===== src/rtl/game_master_fsm_multi_torpedo_pkg.sv =====
// Shared definitions for the multi-torpedo game master: state encoding
// and default parameter values used by the FSM and its allocator.
package game_master_fsm_multi_torpedo_pkg;

  typedef enum logic [2:0] {
    ST_START    = 3'd0,
    ST_ROUND    = 3'd1,
    ST_PLAY     = 3'd2,
    ST_WON      = 3'd3,
    ST_WON_END  = 3'd4,
    ST_LOST     = 3'd5,
    ST_LOST_END = 3'd6
  } state_t;

  localparam int DEF_N_TORPEDOES = 2;
  localparam int DEF_LIVES       = 3;
  localparam int DEF_WIN_SCORE   = 5;
  localparam int DEF_SCORE_W     = 4;

endpackage


===== src/rtl/game_master_fsm_multi_torpedo_allocator.sv =====
// Torpedo allocator: picks the lowest-index idle torpedo when a launch is
// requested. Purely combinational; grant is one-hot or all zero.
module game_torpedo_allocator #(
  parameter int N_TORPEDOES = 2
) (
  input  logic [N_TORPEDOES-1:0] inflight,
  input  logic                   launch,
  output logic [N_TORPEDOES-1:0] grant,
  output logic                   grant_valid
);

  // Scan from index 0 upward; the first idle torpedo wins the launch.
  always_comb begin
    grant       = '0;
    grant_valid = 1'b0;
    for (int i = 0; i < N_TORPEDOES; i++) begin
      if (launch && !inflight[i] && !grant_valid) begin
        grant[i]    = 1'b1;
        grant_valid = 1'b1;
      end
    end
  end

endmodule


===== src/rtl/game_master_fsm_multi_torpedo.sv =====
// Game master FSM for one target sprite and a pool of torpedo sprites.
// Tracks score and lives across rounds and ends the game on a win score
// or when the lives run out, handing off to the end-of-game timer.
module game_master_fsm_multi_torpedo
  import game_master_fsm_multi_torpedo_pkg::*;
#(
  parameter int N_TORPEDOES = DEF_N_TORPEDOES,
  parameter int LIVES       = DEF_LIVES,
  parameter int WIN_SCORE   = DEF_WIN_SCORE,
  parameter int SCORE_W     = DEF_SCORE_W
) (
  input  logic                   clk,
  input  logic                   reset,
  input  logic                   key,
  output logic                   sprite_target_write_xy,
  output logic                   sprite_target_write_dxy,
  output logic                   sprite_target_enable_update,
  output logic [N_TORPEDOES-1:0] sprite_torpedo_write_xy,
  output logic [N_TORPEDOES-1:0] sprite_torpedo_write_dxy,
  output logic [N_TORPEDOES-1:0] sprite_torpedo_enable_update,
  input  logic                   sprite_target_within_screen,
  input  logic [N_TORPEDOES-1:0] sprite_torpedo_within_screen,
  input  logic [N_TORPEDOES-1:0] collision,
  output logic                   end_of_game_timer_start,
  output logic                   game_won,
  input  logic                   end_of_game_timer_running,
  output logic [SCORE_W-1:0]     score,
  output logic [3:0]             lives_left
);

  state_t                   state, state_d;
  logic                     key_q;
  logic [N_TORPEDOES-1:0]   inflight, inflight_d;
  logic [SCORE_W-1:0]       score_d;
  logic [3:0]               lives_d;

  logic                     launch;
  logic                     hit;
  logic                     escape;
  logic                     launch_req;
  logic [N_TORPEDOES-1:0]   miss;
  logic [N_TORPEDOES-1:0]   grant;
  logic                     grant_valid;
  logic [SCORE_W-1:0]       score_inc;

  // Event decode: rising key edge, hits and misses only count for torpedoes in flight.
  assign launch     = key & ~key_q;
  assign hit        = |(collision & inflight);
  assign escape     = ~sprite_target_within_screen;
  assign miss       = inflight & ~sprite_torpedo_within_screen;
  assign score_inc  = score + 1'b1;
  // A launch is only honoured in PLAY when no round-ending event is pending.
  assign launch_req = launch & (state == ST_PLAY) & ~hit & ~escape;

  game_torpedo_allocator #(
    .N_TORPEDOES (N_TORPEDOES)
  ) u_alloc (
    .inflight    (inflight),
    .launch      (launch_req),
    .grant       (grant),
    .grant_valid (grant_valid)
  );

  // State, key history, flight mask, score and lives registers.
  always_ff @(posedge clk or posedge reset) begin
    if (reset) begin
      state      <= ST_START;
      key_q      <= 1'b0;
      inflight   <= '0;
      score      <= '0;
      lives_left <= 4'(LIVES);
    end else begin
      state      <= state_d;
      key_q      <= key;
      inflight   <= inflight_d;
      score      <= score_d;
      lives_left <= lives_d;
    end
  end

  // Next-state logic, register updates and sprite/timer control outputs.
  always_comb begin
    state_d                      = state;
    inflight_d                   = inflight;
    score_d                      = score;
    lives_d                      = lives_left;
    sprite_target_write_xy       = 1'b0;
    sprite_target_write_dxy      = 1'b0;
    sprite_target_enable_update  = 1'b0;
    sprite_torpedo_write_xy      = '0;
    sprite_torpedo_write_dxy     = '0;
    sprite_torpedo_enable_update = '0;
    end_of_game_timer_start      = 1'b0;
    game_won                     = 1'b0;

    case (state)
      ST_START: begin
        sprite_target_write_xy   = 1'b1;
        sprite_target_write_dxy  = 1'b1;
        sprite_torpedo_write_xy  = '1;
        sprite_torpedo_write_dxy = '1;
        score_d                  = '0;
        lives_d                  = 4'(LIVES);
        inflight_d               = '0;
        state_d                  = ST_PLAY;
      end

      ST_ROUND: begin
        sprite_target_write_xy   = 1'b1;
        sprite_target_write_dxy  = 1'b1;
        sprite_torpedo_write_xy  = '1;
        sprite_torpedo_write_dxy = '1;
        inflight_d               = '0;
        state_d                  = ST_PLAY;
      end

      ST_PLAY: begin
        sprite_target_enable_update  = 1'b1;
        sprite_torpedo_enable_update = inflight;
        if (hit) begin
          // Simultaneous hits count once; reaching WIN_SCORE ends the game.
          score_d = score_inc;
          state_d = (score_inc == SCORE_W'(WIN_SCORE)) ? ST_WON : ST_ROUND;
        end else if (escape) begin
          if (lives_left == 4'd1) begin
            lives_d = 4'd0;
            state_d = ST_LOST;
          end else begin
            lives_d = lives_left - 4'd1;
            state_d = ST_ROUND;
          end
        end else begin
          // Misses reload their torpedo; a launch may use a different idle slot.
          sprite_torpedo_write_xy  = miss;
          sprite_torpedo_write_dxy = grant;
          inflight_d               = inflight & ~miss;
          if (grant_valid) begin
            inflight_d = inflight_d | grant;
          end
        end
      end

      ST_WON: begin
        end_of_game_timer_start = 1'b1;
        game_won                = 1'b1;
        state_d                 = ST_WON_END;
      end

      ST_WON_END: begin
        game_won = 1'b1;
        if (!end_of_game_timer_running) begin
          state_d = ST_START;
        end
      end

      ST_LOST: begin
        end_of_game_timer_start = 1'b1;
        state_d                 = ST_LOST_END;
      end

      ST_LOST_END: begin
        if (!end_of_game_timer_running) begin
          state_d = ST_START;
        end
      end

      default: begin
        state_d = ST_START;
      end
    endcase
  end

endmodule

===== config.mk =====
export PLATFORM = sky130hd
export DESIGN_NAME = game_master_fsm_multi_torpedo
export DESIGN_NICKNAME = d
export VERILOG_FILES = /design/src/rtl/game_master_fsm_multi_torpedo_pkg.sv /design/src/rtl/game_master_fsm_multi_torpedo_allocator.sv /design/src/rtl/game_master_fsm_multi_torpedo.sv
export SDC_FILE = /design/constraint.sdc
export NUM_CORES = 1
export LEC_CHECK = 0
export CAP_MARGIN = 25
export CORE_MARGIN = 1.5
export CORE_UTILIZATION = 35
export DETAILED_ROUTE_END_ITERATION = 10
export SLEW_MARGIN = 20
export SYNTH_ARGS = -nofsm -noshare
export SYNTH_HDL_FRONTEND = slang
export SYNTH_SLANG_ARGS = --single-unit

===== constraint.sdc =====
create_clock -name clk -period 1.44 [get_ports clk]
set_input_delay 0.144 -clock clk [delete_from_list [all_inputs] [get_ports clk]]
set_output_delay 0.144 -clock clk [all_outputs]
set_load 0.01 [all_outputs]

==> flow_metrics.py, run 1 <==
metrics = {
    "outcome": {
        "status": "finished with violations",
        "violations": "negative setup slack",
    },
    "global_route": {
        "track_usage_pct": 24.3,
        "first_global_vias": 1216,
        "grt_pass1_wl_um": 5970,
        "grt_util_met3_pct": 3.49,
        "met1_usage_pct": 31.8,
        "grt_max_degree": 15,
        "grt_antenna_before_repair": 0,
        "top_usage_layer": "met2",
        "gr-total-overflow": 0,
        "use_met2_pct": 40.6,
    },
    "power_and_ir_drop": {
        "internal-power_mw": 2.38,
        "power.share.sequential_pct": 15.8,
        "peakVddDrop_mv": 1.50,
        "clkPwrFrac_pct": 5.7,
        "p_sw_mw": 1.72,
        "p_comb_share_pct": 78.5,
        "p_total_mw": 4.10,
        "p_per_area_nw_per_um2": 2050,
        "p_sw_share_pct": 42.0,
        "power.leakage_nw": 0.939,
    },
    "synthesis": {
        "synthSimpleGateAreaFrac_pct": 22.1,
        "avgSynthCellArea_um2": 9.12,
        "synth_edf_count": 0,
        "synth.distinct_cells": 45,
        "post_synth_inst_count": 107,
        "synth_seq_cells": 14,
        "synth-xor-area-share_pct": 2.69,
        "synthMuxAreaShare_pct": 0,
        "synth-adder-area-share_pct": 5.13,
        "synth_compound_area_share_pct": 26.4,
        "syn-num-nets": 120,
        "synth-seq-area-share_pct": 36.2,
        "syn_area_um2": 976,
        "async_flop_share_pct": 100,
        "yosysWarningCount": 0,
        "ys.flop_type": "dfrtp_1",
        "synth_top_family_by_area": "compound AO/OA/AOI/OAI gates",
    },
    "finish": {
        "area_delta_synth_final_pct": 105,
        "final_cells": 219,
        "fill_cells": 160,
        "n_antenna_cell": 0,
        "utilization_pct": 78.0,
        "drive_gt1_share_pct": 58.2,
        "design_area_um2": 2000,
        "nets": 204,
    },
    "sta": {
        "fmax_mhz": 564,
        "finalSetupViolations": 19,
        "slew_viol_final": 0,
        "rsz0062_at_grt": "true",
        "worst_pin_slew_ps": 323,
        "setup_slack_ps": -334,
        "holdWs_ps": 156,
        "tns_ps": -3480,
        "skew_ps": 8.23,
        "min_period_over_period_pct": 123,
        "maxSlewHeadroom_pct": 78.4,
        "finalCriticalPeriod_ps": 1770,
        "hold_viol": 0,
    },
    "clocking": {
        "numCtsBuffers": 3,
        "htreeDepth": 1,
        "root_buffer": "clkbuf_4",
        "clk_pin_slew_ps": 90,
        "clk_latency_ps": 280,
        "clock_sinks": 14,
        "clk_path_buf_depth": 2,
        "cts_tree": "yes",
    },
    "drt": {
        "drc_errors": 0,
        "wl_per_cell_um": 19.1,
        "num_vias": 1270,
        "postRouteAntennaNets": 0,
        "first_iter_violations": 49,
        "viasPerCell": 5.80,
        "dr.pass1.iters": 4,
        "routed_wirelength_um": 4180,
    },
    "placement": {
        "post-place-cells": 193,
        "pre_cts_slack_ps": -649,
        "place_area_um2": 1540,
        "hpwl_um": 2320,
        "port_buffers": 27,
        "place_congestion": 0.788,
    },
    "setup_path": {
        "path_cells": "buf_6 -> or2_4 -> buf_4 -> o32ai_2 -> buf_2",
        "r2r-end": "lives_left[3]$_DFFE_PP0P_",
        "crit_path_max_incr_delay_ps": 420,
        "crit_fanout": 2,
        "cp-endpoint": "sprite_torpedo_write_dxy[0]",
        "r2r_slack_ps": -250,
        "critPathRequiredTime_ps": 1300,
        "crit_path_start_kind": "flop",
        "cp_slowest_cell": "dfrtp_1",
        "crit_type": "flop to output pin",
        "startpoint": "state[0]$_DFFE_PP0P_",
        "end_kind": "output pin",
        "worstPathArrival_ps": 1630,
        "reg2reg_from": "state[0]$_DFFE_PP0P_",
        "reg2reg_depth": 5,
    },
    "floorplanning": {
        "dieArea_um2": 3110,
        "die_h_um": 55.8,
        "start_util_pct": 38.0,
        "core_um2": 2570,
        "io_pins": 28,
        "die_w_um": 55.8,
        "rows": 18,
    },
    "run": {
        "drv_cap": 0,
    },
    "min_path": {
        "hold_class": "primary input to async pin",
    },
}
cell families after synthesis:
group / after synthesis
compound gates: 31
xor+xnor: 3
fa+ha+maj: 4
buf+inv: 17
flops: 14
simple gates: 38
repair_timing:
item                       in CTS  in global routing
pin swaps                      17                 19
hold buffers                    0                  0
gates cloned                    0                  0
gates resized for setup        90                 35
setup endpoints to repair      19                 27
hold endpoints to repair        0                  0
buffers inserted               12                 18
critical path: cells and delay by family (launching register included):
family,cells,cell delay (ps)
AOI/OAI and AO/OA,1,230
buffers and inverters,3,450
DFF,1,420
and+or+nand+nor,1,250
cell usage in the layout, fill, tap and decap left out, types with 2 or more instances in the layout:
cell	netlist	routed
dfrtp_1	12	11
ha_1	4	4
o32ai_2	0	3
nand3_1	8	4
buf_6	0	28
a31oi_1	2	2
buf_2	5	6
nor2_4	0	2
nand2b_4	0	2
inv_1	9	6
nand2_1	7	5
dlygate4sd2_1	0	3
nand3_2	0	3
and2_1	2	2
o31ai_1	3	2
buf_4	1	35
dfstp_2	2	2
o211ai_1	2	2
clkdlybuf4s50_1	0	13
nor2b_1	3	3
clkbuf_4	0	3
a21o_1	2	2
a22o_1	2	2
inv_4	0	2
xor2_1	2	2
nand4_1	2	2
worst min-delay path by stage:
stage          startpoint                   endpoint  slack, ps  cells past startpoint
2_1_floorplan       reset    inflight[0]$_DFFE_PP0P_         30                      1
3_3_place_gp        reset  lives_left[3]$_DFFE_PP0P_        470                      3
3_5_place_dp        reset  lives_left[3]$_DFFE_PP0P_        480                      3
4_1_cts             reset  lives_left[2]$_DFFE_PP0P_        160                      3
5_1_grt             reset  lives_left[2]$_DFFE_PP0P_        190                      3
6_report            reset       state[2]$_DFFE_PP0P_        160                      3
area by class of cell:
class | instances | area [µm²] | share of cell area [%]
Multi-Input combinational cell | 76 | 742 | 37.1
Timing Repair Buffer | 87 | 800 | 39.9
Clock buffer | 3 | 22.5 | 1.13
Tap cell | 30 | 37.5 | 1.88
Sequential cell | 14 | 354 | 17.7
Inverter | 9 | 46.3 | 2.31
synthesized netlist by cell type, types with 3 or more instances:
cell / instances / area [µm²]
inv_1: 9 / 33.8
nor2b_1: 3 / 18.8
nor2_1: 3 / 11.3
o31ai_1: 3 / 22.5
o32ai_1: 3 / 26.3
ha_1: 4 / 50.1
dfrtp_1: 12 / 300
nand2_1: 7 / 26.3
nand3_1: 8 / 40.0
buf_2: 5 / 25.0
state kept, by name (all words and copies together) (netlist names):
signal,count
score,4
inflight,2
key_q,1
lives_left,4
state,3
routing by layer:
metal	vias up	part of all wire, %
li1	576	-
met1	636	40
met2	44	53
met3	14	3.6
met4	0	3.0
met5	-	0
power groups by stage:
stage / clock network, mW / registers, mW / logic [mW]
2_1_floorplan: 0 / 0.676 / 0.934
3_3_place_gp: 0 / 0.637 / 2.06
3_5_place_dp: 0 / 0.641 / 2.10
4_1_cts: 0.233 / 0.644 / 2.55
5_1_grt: 0.256 / 0.665 / 3.38
6_report: 0.232 / 0.650 / 3.22
Power figures use the tool's default switching activity.
==> run 2: changes to the inputs <==
CORE_MARGIN = 8   (was 1.5)
REMOVE_ABC_BUFFERS = 1   (was not set)
==> run 2 against run 1 <==
  * The flow still finishes with violations (negative setup slack)
  * Worst hold slack got worse by 6.5 ps
  * Final area rose by 7.1%
  * Sequential share of layout area fell by 1.2 points
  * Clock skew fell by 2.1 ps
  * Register-to-register slack got worse by 150 ps
  * Largest cell class unchanged
==> flow_metrics.py, run 2 (synthesis results as in run 1) <==
metrics = {
    "drt": {
        "dr_wl_met2_um": 2170,
        "routed_wirelength_um": 4520,
        "met3_length_um": 181,
        "topRoutingLayerUsed": "met4",
        "viasPerCell": 5.61,
        "postRouteAntennaNets": 0,
        "wl_met1_um": 2010,
        "drc_errors": 0,
        "dr.pass1.iters": 4,
        "first_iter_violations": 50,
        "wl_per_cell_um": 19.4,
        "num_vias": 1306,
    },
    "sta": {
        "finalCriticalPeriod_ps": 1840,
        "rsz0062_at_grt": "true",
        "holdWs_ps": 150,
        "maxSlewHeadroom_pct": 81.3,
        "min_period_over_period_pct": 128,
        "slew_viol_final": 0,
        "skew_ps": 6.18,
        "finalSetupViolations": 18,
        "worst_pin_slew_ps": 279,
        "fmax_mhz": 543,
        "tns_ps": -4060,
        "hold_viol": 0,
        "setup_slack_ps": -401,
    },
    "setup_path": {
        "crit_type": "flop to flop",
        "r2r_slack_ps": -400,
        "crit_fanout": 4,
        "reg2reg_depth": 5,
        "cp-endpoint": "lives_left[3]$_DFFE_PP0P_",
        "cp_slowest_cell": "or4_4",
        "end_kind": "flop",
        "startpoint": "state[0]$_DFFE_PP0P_",
        "reg2reg_from": "state[0]$_DFFE_PP0P_",
        "path_common_cell": "buf_6",
        "r2r-end": "lives_left[3]$_DFFE_PP0P_",
        "path_cells": "buf_6 -> or2_4 -> buf_6 -> or4_4 -> o311ai_4",
        "crit_path_max_incr_delay_ps": 490,
        "worstPathArrival_ps": 2040,
        "crit_path_start_kind": "flop",
        "critPathRequiredTime_ps": 1640,
    },
    "clocking": {
        "clk_path_buf_depth": 2,
        "root_buffer": "clkbuf_4",
        "clk_pin_slew_ps": 110,
        "numCtsBuffers": 3,
        "cts_tree": "yes",
        "holdBufCountCts": 0,
        "htreeDepth": 1,
        "clock_sinks": 14,
        "clk_latency_ps": 290,
    },
    "finish": {
        "reg_top3": "lives_left x4, score x4, state x3",
        "final_cells": 233,
        "utilization_pct": 79.1,
        "drive_gt1_share_pct": 59.4,
        "fill_cells": 163,
        "area_delta_synth_final_pct": 120,
        "nets": 216,
        "n_antenna_cell": 0,
        "layout_commonest_cell": "buf_4",
        "final_cell_mix": "buf_4, buf_6, dfrtp_1",
    },
    "min_path": {
        "hold_class": "primary input to async pin",
    },
    "global_route": {
        "grt_antenna_before_repair": 0,
        "track_usage_pct": 18.3,
        "first_global_vias": 1388,
        "grt_max_degree": 15,
        "grt_pass1_wl_um": 6580,
        "gr-total-overflow": 0,
    },
    "outcome": {
        "violations": "negative setup slack",
        "status": "finished with violations",
    },
    "power_and_ir_drop": {
        "p_per_area_nw_per_um2": 2060,
        "clkPwrFrac_pct": 7.0,
        "peakVddDrop_mv": 1.42,
        "power.leakage_nw": 1.08,
        "power.share.sequential_pct": 14.6,
        "p_sw_share_pct": 41.0,
        "internal-power_mw": 2.61,
        "p_comb_share_pct": 78.3,
        "p_sw_mw": 1.81,
    },
    "floorplanning": {
        "rows": 19,
        "core_um2": 2710,
        "start_util_pct": 36.0,
        "dieArea_um2": 4730,
        "die_h_um": 68.8,
        "io_pins": 28,
        "die_w_um": 68.8,
    },
    "placement": {
        "place_congestion": 0.850,
        "pre_cts_slack_ps": -639,
        "post-place-cells": 198,
        "hpwl_um": 2410,
        "port_buffers": 27,
    },
    "run": {
        "drv_cap": 0,
    },
}
==> run 2: timing repair <==
| action | 4_1_cts | 5_1_grt |
|---|---|---|
| resized for setup | 71 | 53 |
| buffers inserted | 23 | 15 |
| setup endpoints to repair | 21 | 24 |
| pin swaps | 16 | 15 |
==> run 2: worst min-delay path by stage <==
| stage | from | end | slack (ps) | cells past startpoint |
|---|---|---|---|---|
| floorplan | reset | inflight[0]$_DFFE_PP0P_ | 30 | 1 |
| global placement | reset | score[3]$_DFFE_PP0P_ | 460 | 3 |
| detailed placement | reset | lives_left[3]$_DFFE_PP0P_ | 470 | 3 |
| CTS | reset | lives_left[2]$_DFFE_PP0P_ | 150 | 3 |
| global route | reset | score[0]$_DFFE_PP0P_ | 190 | 3 |
| finish | reset | score[0]$_DFFE_PP0P_ | 150 | 3 |
==> run 2: cell type report <==
type	instances	area (µm²)	area share (%)
clock buffers	4	36.3	1.69
inverters	9	36.3	1.69
multi-input cells	76	774	36.1
flip-flops and latches	14	354	16.5
well taps	31	38.8	1.81
repair buffers	99	905	42.2
==> run 2: routing by layer <==
metal,up-vias,track usage [%]
met3,12,3.23
li1,602,-
met2,41,31.8
met4,0,10.5
met1,651,20.7
met5,-,0
==> run 2: stage by stage <==
| stage | total power [mW] | cell area [µm²] |
|---|---|---|
| 6_report | 4.42 | 2140 |
| 5_1_grt | 4.64 | 2140 |
| 4_1_cts | 3.61 | 1870 |
| 3_5_place_dp | 2.74 | 1550 |
| 3_3_place_gp | 2.71 | 1550 |
| 2_1_floorplan | 1.50 | 936 |
==> run 2: power by group through the flow <==
stage                     registers, mW  logic [mW]  clock network [mW]
after floorplan                   0.769       0.732                   0
after global placement            0.639        2.07                   0
after detailed placement          0.642        2.10                   0
after CTS                         0.628        2.67               0.306
after global routing              0.664        3.66               0.322
final                             0.648        3.46               0.310
==> run 2: critical path, delay by kind of cell (launching register included) <==
family | cells | cell delay, ps
AO/OA/AOI/OAI | 1 | 260
buffers and inverters | 2 | 280
flip-flops | 1 | 470
AND/OR/NAND/NOR | 2 | 740
==> run 3: changes to the inputs <==
CTS_BUF_LIST = sky130_fd_sc_hd__clkbuf_16   (was not set)
REMOVE_ABC_BUFFERS = not set   (was 1)
SKIP_LAST_GASP = 1   (was not set)
==> run 3 against run 2 <==
  * The run still ends with negative setup slack left
  * Sequential share of layout area increased by 0.72 points
  * Maximum frequency increased by 3.9%
  * Critical endpoint is now sprite_torpedo_write_dxy[1]
  * Power decreased by 2.8%
  * Clock-buffer cell count decreased by 1
==> flow_metrics.py, run 3 (synthesis results as in run 1) <==
metrics = {
    "sta": {
        "worst_pin_slew_ps": 275,
        "fmax_mhz": 565,
        "skew_ps": 1.14,
        "finalCriticalPeriod_ps": 1770,
        "maxSlewHeadroom_pct": 81.5,
        "min_period_over_period_pct": 123,
        "hold_viol": 0,
        "setup_slack_ps": -331,
        "rsz0062_at_grt": "true",
        "finalSetupViolations": 20,
        "slew_viol_final": 0,
    },
    "finish": {
        "design_area_um2": 2050,
        "utilization_pct": 75.6,
        "nets": 203,
        "drive_gt1_share_pct": 58.5,
        "n_antenna_cell": 0,
        "fill_cells": 193,
        "reg_top3": "lives_left x4, score x4, state x3",
        "area_delta_synth_final_pct": 110,
        "layout_commonest_cell": "buf_4",
        "regArea_um2": 353,
        "multi_input_area_um2": 782,
        "final_cells": 219,
        "final_cell_mix": "buf_4, buf_6, clkdlybuf4s50_1",
    },
    "placement": {
        "place_area_um2": 1550,
        "port_buffers": 27,
        "post-place-cells": 195,
        "hpwl_um": 2480,
        "place_congestion": 0.827,
        "pre_cts_slack_ps": -632,
    },
    "drt": {
        "wl_per_cell_um": 19.1,
        "dr.pass1.iters": 4,
        "num_vias": 1211,
        "routed_wirelength_um": 4180,
        "viasPerCell": 5.53,
        "first_iter_violations": 75,
        "drc_errors": 0,
        "postRouteAntennaNets": 0,
    },
    "clocking": {
        "clock_sinks": 14,
        "htreeDepth": 1,
        "root_buffer": "clkbuf_16",
        "clk_path_buf_depth": 2,
        "cts_tree": "yes",
        "clk_latency_ps": 240,
        "holdBufCountCts": 0,
        "clk_pin_slew_ps": 50,
        "numCtsBuffers": 3,
    },
    "global_route": {
        "grt_pass1_wl_um": 5540,
        "track_usage_pct": 15.4,
        "grt_max_degree": 15,
        "grt_antenna_before_repair": 0,
        "gr-total-overflow": 0,
        "first_global_vias": 1169,
    },
    "setup_path": {
        "crit_fanout": 3,
        "end_kind": "output pin",
        "crit_type": "flop to output pin",
        "crit_path_start_kind": "flop",
        "worstPathArrival_ps": 1630,
        "critPathRequiredTime_ps": 1300,
    },
    "power_and_ir_drop": {
        "p_total_mw": 4.30,
        "power.share.sequential_pct": 15.7,
        "power.leakage_nw": 0.956,
        "internal-power_mw": 2.55,
        "p_sw_mw": 1.75,
        "p_sw_share_pct": 40.7,
        "clkPwrFrac_pct": 12.3,
        "p_per_area_nw_per_um2": 2100,
        "peakVddDrop_mv": 1.44,
        "p_comb_share_pct": 71.9,
    },
    "floorplanning": {
        "dieArea_um2": 4730,
        "io_pins": 28,
        "rows": 19,
        "die_h_um": 68.8,
        "start_util_pct": 36.0,
        "die_w_um": 68.8,
        "core_um2": 2710,
    },
    "outcome": {
        "violations": "negative setup slack",
        "status": "finished with violations",
    },
    "run": {
        "drv_cap": 0,
    },
    "min_path": {
        "hold_class": "primary input to async pin",
    },
}
-- run 3: power groups by stage --
stage	Sequential, mW	Combinational, mW	Clock (mW)
2_1_floorplan	0.676	0.934	0
3_3_place_gp	0.638	2.08	0
3_5_place_dp	0.647	2.11	0
4_1_cts	0.648	2.59	0.533
5_1_grt	0.689	3.26	0.551
6_report	0.677	3.09	0.531
-- run 3: path summary, 6_finish.rpt --
kind	slack, ps	startpoint	cells after the start	endpoint
worst min register to register	560	score[3]$_DFFE_PP0P_	1	score[3]$_DFFE_PP0P_
max in group asynchronous	990	reset	3	lives_left[1]$_DFFE_PP1P_
worst max-delay path	-330	inflight[1]$_DFFE_PP0P_	5	sprite_torpedo_write_dxy[1]
worst max register to register	-310	state[0]$_DFFE_PP0P_	5	lives_left[3]$_DFFE_PP0P_
worst min-delay path	210	reset	3	score[2]$_DFFE_PP0P_
min in group clk	360	key	1	key_q$_DFF_PP0_
-- run 3: layout make-up --
class,instances,share of cell area (%)
multi-input cells,76,38.2
repair buffers,86,37.3
flip-flops and latches,14,17.2
clock buffers,3,3.67
well taps,31,1.89
inverters,9,1.77
-- run 3: repair_timing --
item	CTS	global route
buffers inserted	16	14
pin swaps	11	14
resized for setup	85	35
endpoints found under the setup margin	19	23
-- run 3: per-stage QoR --
stage | hold slack (ps) | TNS (ps)
3_3_place_gp | 465 | -4230
5_1_grt | 250 | -3950
6_report | 210 | -3080
4_1_cts | 224 | -2350
2_1_floorplan | 31.8 | -183
3_5_place_dp | 474 | -4640
-- run 3: worst max-delay path: stages, from the launching register on --
cell     delay, ps
dfrtp_1        410
buf_6          140
a22oi_2        220
nand3_2        180
o32ai_2        250
buf_2          180
-- run 3: routing by layer --
layer	part of all wire, %	GRT usage (%)	vias to the layer above
met5	0	0	-
met2	52	27.6	33
met3	4.3	4.04	6
met4	1.3	2.76	0
li1	-	-	578
met1	42	18.3	594
